===== config.mk =====
export PLATFORM = sky130hd
export DESIGN_NAME = fxp_divider_flat
export DESIGN_NICKNAME = d
export VERILOG_FILES = /design/src/rtl/fxp_divider_if.sv /design/src/rtl/fxp_divider.sv /design/src/flat_wrapper.sv
export SDC_FILE = /design/constraint.sdc
export NUM_CORES = 1
export LEC_CHECK = 0
export ABC_AREA = 1
export CAP_MARGIN = 25
export CORE_MARGIN = 1
export CORE_UTILIZATION = 40
export CTS_CLUSTER_DIAMETER = 80
export DETAILED_ROUTE_END_ITERATION = 16
export PLACE_DENSITY_LB_ADDON = 0.3
export REMOVE_ABC_BUFFERS = 1
export SYNTH_ARGS = -nofsm -noshare
export SYNTH_HDL_FRONTEND = slang
export SYNTH_SLANG_ARGS = --single-unit

===== constraint.sdc =====
create_clock -name clk -period 6.2 [get_ports clk]
set_input_delay 1.24 -clock clk [delete_from_list [all_inputs] [get_ports clk]]
set_output_delay 1.24 -clock clk [all_outputs]
set_load 0.01 [all_outputs]

===== src/rtl/fxp_divider_if.sv =====
// Handshake and data bundle for the unsigned fixed-point divider.
// master drives the request side; slave is the divider itself.
interface fxp_divider_if #(
    parameter int WIDTH = 32
);
    logic             start;
    logic [WIDTH-1:0] a;
    logic [WIDTH-1:0] b;
    logic             busy;
    logic             done;
    logic [WIDTH-1:0] out;
    logic             zero;
    logic             div_by_zero;
    logic             ovf;

    modport master (
        output start, a, b,
        input  busy, done, out, zero, div_by_zero, ovf
    );

    modport slave (
        input  start, a, b,
        output busy, done, out, zero, div_by_zero, ovf
    );
endinterface


===== src/rtl/fxp_divider.sv =====
// Sequential restoring divider for unsigned Q(WIDTH-FRAC).FRAC operands, one quotient bit per cycle.
// Optional saturation on quotient overflow is enabled by defining FXP_DIV_SATURATE_EN.
module fxp_divider #(
    parameter int WIDTH = 32,
    parameter int FRAC  = 12
) (
    input  logic         clk,
    input  logic         rst,
    fxp_divider_if.slave bus
);
    localparam int N  = WIDTH + FRAC;
    localparam int CW = $clog2(N + 1);

    typedef enum logic [1:0] {
        IDLE,
        RUN,
        DONE
    } state_t;

    state_t           state, state_next;
    logic [CW-1:0]    count, count_next;
    logic [N-1:0]     quot, quot_next;
    logic [WIDTH-1:0] divisor, divisor_next;
    logic [WIDTH-1:0] rem, rem_next;
    logic [WIDTH-1:0] out_q, out_next;
    logic             zero_q, zero_next;
    logic             dbz_q, dbz_next;
    logic             ovf_q, ovf_next;
    logic             done_q, done_next;
    logic [WIDTH:0]   rem_shift;
    logic [WIDTH:0]   rem_sub;

    // quot starts as the pre-shifted dividend; quotient bits enter at the LSB as dividend bits leave the MSB
    always_ff @(posedge clk or posedge rst) begin
        if (rst) begin
            state   <= IDLE;
            count   <= '0;
            quot    <= '0;
            divisor <= '0;
            rem     <= '0;
            out_q   <= '0;
            zero_q  <= 1'b1;
            dbz_q   <= 1'b0;
            ovf_q   <= 1'b0;
            done_q  <= 1'b0;
        end else begin
            state   <= state_next;
            count   <= count_next;
            quot    <= quot_next;
            divisor <= divisor_next;
            rem     <= rem_next;
            out_q   <= out_next;
            zero_q  <= zero_next;
            dbz_q   <= dbz_next;
            ovf_q   <= ovf_next;
            done_q  <= done_next;
        end
    end

    always_comb begin
        state_next   = state;
        count_next   = count;
        quot_next    = quot;
        divisor_next = divisor;
        rem_next     = rem;
        out_next     = out_q;
        zero_next    = zero_q;
        dbz_next     = dbz_q;
        ovf_next     = ovf_q;
        done_next    = 1'b0;
        rem_shift    = {rem, quot[N-1]};
        rem_sub      = rem_shift - {1'b0, divisor};

        case (state)
            IDLE: begin
                if (bus.start) begin
                    quot_next    = N'(bus.a) << FRAC;
                    divisor_next = bus.b;
                    rem_next     = '0;
                    dbz_next     = 1'b0;
                    ovf_next     = 1'b0;
                    count_next   = CW'(N);
                    state_next   = (bus.b == '0) ? DONE : RUN;
                end
            end

            RUN: begin
                // The partial remainder is always below the divisor, so rem_shift fits in WIDTH+1 bits
                if (rem_shift >= {1'b0, divisor}) begin
                    rem_next  = rem_sub[WIDTH-1:0];
                    quot_next = {quot[N-2:0], 1'b1};
                end else begin
                    rem_next  = rem_shift[WIDTH-1:0];
                    quot_next = {quot[N-2:0], 1'b0};
                end
                count_next = count - 1'b1;
                if (count == CW'(1)) begin
                    state_next = DONE;
                end
            end

            DONE: begin
                state_next = IDLE;
                done_next  = 1'b1;
                if (divisor == '0) begin
                    out_next = '1;
                    dbz_next = 1'b1;
                end else begin
`ifdef FXP_DIV_SATURATE_EN
                    if (|quot[N-1:WIDTH]) begin
                        out_next = '1;
                        ovf_next = 1'b1;
                    end else begin
                        out_next = quot[WIDTH-1:0];
                    end
`else
                    out_next = quot[WIDTH-1:0];
`endif
                end
                zero_next = (out_next == '0);
            end

            default: begin
                state_next = IDLE;
            end
        endcase
    end

    assign bus.busy        = (state != IDLE);
    assign bus.done        = done_q;
    assign bus.out         = out_q;
    assign bus.zero        = zero_q;
    assign bus.div_by_zero = dbz_q;
    assign bus.ovf         = ovf_q;

endmodule


===== src/flat_wrapper.sv =====
// flat-port wrapper written by rule: the top's interface ports become plain ports
module fxp_divider_flat 
#(
    parameter int WIDTH = 32,
    parameter int FRAC  = 12
)
  (clk, rst, bus_start, bus_a, bus_b, bus_busy, bus_done, bus_out, bus_zero, bus_div_by_zero, bus_ovf);
  fxp_divider_if #(.WIDTH(WIDTH)) bus_i ();
  input  logic clk;
  input  logic rst;
  input wire logic [$bits(bus_i.start)-1:0] bus_start;
  input wire logic [$bits(bus_i.a)-1:0] bus_a;
  input wire logic [$bits(bus_i.b)-1:0] bus_b;
  output wire logic [$bits(bus_i.busy)-1:0] bus_busy;
  output wire logic [$bits(bus_i.done)-1:0] bus_done;
  output wire logic [$bits(bus_i.out)-1:0] bus_out;
  output wire logic [$bits(bus_i.zero)-1:0] bus_zero;
  output wire logic [$bits(bus_i.div_by_zero)-1:0] bus_div_by_zero;
  output wire logic [$bits(bus_i.ovf)-1:0] bus_ovf;
  assign bus_i.start = bus_start;
  assign bus_i.a = bus_a;
  assign bus_i.b = bus_b;
  assign bus_busy = bus_i.busy;
  assign bus_done = bus_i.done;
  assign bus_out = bus_i.out;
  assign bus_zero = bus_i.zero;
  assign bus_div_by_zero = bus_i.div_by_zero;
  assign bus_ovf = bus_i.ovf;
  fxp_divider #(.WIDTH(WIDTH), .FRAC(FRAC)) u_core (.clk(clk), .rst(rst), .bus(bus_i));
endmodule

After elaboration in Yosys (flattened, before gate mapping)
Index checks and enable logic that the tools add are counted.
{"block": "classes", "n_addsub": 2, "n_lt_le_gt_ge": 1, "eq_ne": 6, "muxes": 18, "n_reduce_logical": 11}
{"operator": "32-bit two-way mux", "n": 4}
{"operator": "32-bit zero test", "n": 3}
{"operator": "44-bit one-hot mux with 2 select lines", "n": 1}
{"operator": "32-bit one-hot mux with 2 select lines", "n": 1}
{"operator": "44-bit two-way mux", "n": 1}
{"operator": "33-bit by 32-bit >= comparator with 1-bit output", "n": 1}
{"operator": "32-bit subtractor", "n": 1}
{"operator": "6-bit one-hot mux with 2 select lines", "n": 1}
{"operator": "6-bit by 1-bit == test with 1-bit output, second input constant", "n": 1}
{"operator": "2-bit two-way mux", "n": 3}
{"operator": "6-bit two-way mux", "n": 1}
{"operator": "2-bit AND reduction", "n": 3}
{"operator": "2-bit nonzero test", "n": 3}
{"operator": "6-bit by 1-bit subtractor with 6-bit output, second input constant", "n": 1}
{"operator": "1-bit two-way mux", "n": 4}
{"operator": "2-bit by 1-bit != test with 1-bit output, second input constant", "n": 2}
{"operator": "2-bit one-hot mux with 2 select lines", "n": 1}
{"operator": "3-bit AND reduction", "n": 1}
{"operator": "2-bit by 1-bit == test with 1-bit output, second input constant", "n": 1}
{"operator": "2-bit == test, second input constant", "n": 1}
{"operator": "2-bit zero test", "n": 1}
{"operator": "2-bit != test, second input constant", "n": 1}
{"operator": "1-bit one-hot mux with 2 select lines", "n": 1}
{"block": "word_totals", "register_bits": 151, "inputBits": 67, "output_inout_bits": 37, "word_cells": 47}

Longest topological paths before layout
{"block": "logic_depth", "ltp_word": 4, "mapped_depth": 16, "mapped_depth_nobuf": 16}

Worst setup path after synthesis
Ideal clock, no wire load.
{"block": "synth_path", "kind": "input to register", "startpoint": "input port bus_start", "endpoint": "register u_core.rem[19]", "setup_ns": 0.066, "arrival_time_ns": 2.070, "required_ns": 6.134, "setup_slack_ns": 4.064, "cell_stages": 6, "path_cell_list": "nand2_1 -> nand2_1 -> inv_2 -> buf_1 -> nand2_1 -> nand2_1"}
{"block": "synth_via", "elab_chain_cells": 2}
{"element": "start, declared", "line_no": "flat_wrapper.sv:11", "rtl": "input wire logic [$bits(bus_i.start)-1:0] bus_start;"}
{"element": "2-bit != test (no source line)"}
{"element": "2-bit AND reduction (no source line)"}
{"element": "end signal, assigned", "line_no": "fxp_divider.sv:51", "rtl": "rem <= rem_next;"}
{"element": "end, declared", "line_no": "fxp_divider.sv:24", "rtl": "logic [WIDTH-1:0] rem, rem_next;"}
Every way passes these cells.
A chain may end at the register's enable or synchronous reset.

Final worst setup path
{"block": "layout_path", "startpoint": "input port bus_start", "endpoint": "register u_core.quot[15]"}
{"block": "layout_via", "elab_chain_cells": 2}
{"element": "2-bit != test (no source line)"}
{"element": "2-bit AND reduction (no source line)"}
{"element": "end signal, assigned", "line_no": "fxp_divider.sv:49", "rtl": "quot <= quot_next;"}
{"element": "end, declared", "line_no": "fxp_divider.sv:22", "rtl": "logic [N-1:0] quot, quot_next;"}
Every way passes these cells.

==> results.sh <==
export IMPL_status="finished clean"
export IMPL_placed_cell_area_um2=10500
export IMPL_grt_max_degree=113
export IMPL_cp_data_required_time_ns=6.53
export IMPL_grt_pass1_wl_mm=41.9
export IMPL_ys_types=40
export IMPL_gp_routability_congestion=0.931
export IMPL_maxSlewViolCount=0
export IMPL_cts_resized=0
export IMPL_tritoncts="yes"
export IMPL_yosysWarnings=0
export IMPL_hold_viol=0
export IMPL_initial_core_util_pct=40.9
export IMPL_cts_buffers_inserted=17
export IMPL_diodes=0
export IMPL_cts_sink_count=151
export IMPL_via_count=8468
export IMPL_die_y_um=154
export IMPL_drive_gt1_share_pct=5.38
export IMPL_rows=55
export IMPL_clock_path_buffers=2
export IMPL_cp_arrival_ns=3.36
export IMPL_hold_class="reg -> reg"
export IMPL_ir_worst_vdd_mv=0.296
export IMPL_root_buffer="clkbuf_16"
export IMPL_dp_cells=1664
export IMPL_drt_initial_drc_count=561
export IMPL_finalSetupViolCount=0
export IMPL_ys_seq_elements=151
export IMPL_design_area_um2=11100
export IMPL_syn_area_um2=9260
export IMPL_setup_worst_path_start_class="primary input"
export IMPL_wl_per_cell_um=14.6
export IMPL_h_tree_depth=4
export IMPL_dr_pass1_iters=6
export IMPL_drc=0
export IMPL_grt_overflow=0
export IMPL_clk_pin_slew_worst_paths_ns=0.07
export IMPL_clock_latency_ns=0.43
export IMPL_final_common_cell="nand2_1"
export IMPL_fin_tns_setup_ns=0
export IMPL_gr_usage_all_layers_pct=22.1
export IMPL_vias_per_cell=4.99
export IMPL_io_pins=104
export IMPL_pwr_density_cell_nw_per_um2=669
export IMPL_antenna_found_initial=0
export IMPL_dieArea_um2=23800
export IMPL_hold_buffers=0
export IMPL_yosysSeqAreaShare_pct=40.8
export IMPL_syn_to_final_growth_pct=20.2
export IMPL_core_um2=22600
export IMPL_port_buffer_count=102
export IMPL_crit_type="in -> reg"
export IMPL_post_cts_setup_buffers=0
export IMPL_syn_avg_cell_area_um2=7.06
export IMPL_rsz0062_at_grt="false"
export IMPL_worst_slew_pin_slew_ns=0.944
export IMPL_min_period_over_period_pct=48.8
export IMPL_final_cells=1698
export IMPL_syn_inst=1311
export IMPL_drt_wl_total_mm=24.9
export IMPL_power_leakage_nw=5.71
export IMPL_endpoint_kind="flip-flop"
export IMPL_whs_ns=0.476
export IMPL_cap_violations=0
export IMPL_period_needed_ns=3.02
export IMPL_finalNetCount=1502
export IMPL_fmax_ghz=0.331
export IMPL_ant_nets=0
export IMPL_hpwl_mm=18.0
export IMPL_final_cell_mix="448 x nand2_1, 206 x inv_1, 150 x dfrtp_1"
export IMPL_grt_pass1_vias=8437
export IMPL_die_w_um=154
export IMPL_skew_ns=0.0285
export IMPL_maxSlewHeadroom_pct=36.9
export IMPL_cp_max_fo=40
power by group:
part           internal [mW]  switching, mW  total (mW)
clock network          0.562          0.454        1.02
registers               1.48          0.333        1.82
logic                   1.69           2.92        4.61
state kept, by name, summed over array words and instances, names as in the netlist:
name / cells
u_core.state: 2
u_core.rem: 32
u_core.divisor: 32
u_core.count: 6
u_core.bus.out: 32
u_core.bus.zero: 1
u_core.quot: 44
u_core.bus.div_by_zero: 1
u_core.bus.done: 1
cells by family after synthesis:
family,after synthesis,synth area share [%]
AOI/OAI and AO/OA,165,9.91
xor gates and xnor gates,14,1.32
adders and majority gates,35,4.81
buffers and inverters,254,10.7
DFF,151,40.8
other,1,0.0405
and+or+nand+nor,691,32.4
critical path, cell delays in order:
cell and delay, ns:
clkdlybuf4s50_1 0.46, nand2_1 0.06, nand2_1 0.70, inv_2 0.38
buf_12 0.29, a22oi_1 0.19
final timing paths:
kind                                             start                       endpoint  slack, ns  cells past startpoint
min in group asynchronous                          rst    u_core.quot[23]$_DFFE_PP0P_       1.11                      2
hold reg to reg            u_core.bus.zero$_DFFE_PP1P_    u_core.bus.zero$_DFFE_PP1P_       0.48                      2
setup / recovery                             bus_start    u_core.quot[15]$_DFFE_PP0P_       3.18                      6
max in group asynchronous                          rst  u_core.divisor[6]$_DFFE_PP0P_       4.30                      3
hold / removal             u_core.bus.zero$_DFFE_PP1P_    u_core.bus.zero$_DFFE_PP1P_       0.48                      2
setup reg to reg           u_core.state[0]$_DFFE_PP0P_    u_core.quot[15]$_DFFE_PP0P_       3.38                      6
cell type report:
class / instances / area, um^2
Sequential cell: 151 / 3780
Clock buffer: 17 / 425
Tap cell: 285 / 357
Multi-Input combinational cell: 906 / 4490
Clock inverter: 15 / 141
Timing Repair Buffer: 112 / 1130
Fill cell: 2202 / 11500
Inverter: 212 / 801
layer usage:
layer  routed length (um)  global-route usage (%)  up-vias
met4                  518                    7.05        0
met3                 1220                    3.92       22
met1                11600                    29.8     3929
met5                    0                       0        -
met2                11600                    36.1      213
li1                     -                       -     4304
Yosys cell counts (all sizes together):
cell	n	area, um^2
nand2	456	1750
inv	211	792
dfrtp	150	3750
nor2	99	397
o21ai	68	340
nand3	62	355
a21oi	58	298
ha	34	425
clkbuf	27	101
nand3b	27	203
nor4	23	144
a22oi	21	158
buf	15	91.3
nand4	14	87.6
o22ai	13	81.3
xnor2	13	114
and2	6	37.5
nor3	3	20.0
o21bai	2	15.0
a21o	1	7.51
a22o	1	8.76
and3	1	6.26
clkinv	1	3.75
conb	1	3.75
dfstp	1	26.3
fa	1	20.0
o41ai	1	8.76
xor2	1	8.76
metrics by stage:
| stage | total power [mW] | util (%) | worst slack, ns |
|---|---|---|---|
| 6_report | 7.44 | 49.1 | 3.18 |
| 5_1_grt | 8.23 | 49.1 | 3.03 |
| 4_1_cts | 7.45 | 48.9 | 2.90 |
| 3_5_place_dp | 6.39 | 46.4 | 2.47 |
| 3_3_place_gp | 6.34 | 46.4 | 2.50 |
| 2_1_floorplan | 5.04 | - | 0.897 |
No activity file was read; power rests on OpenSTA's default activity.
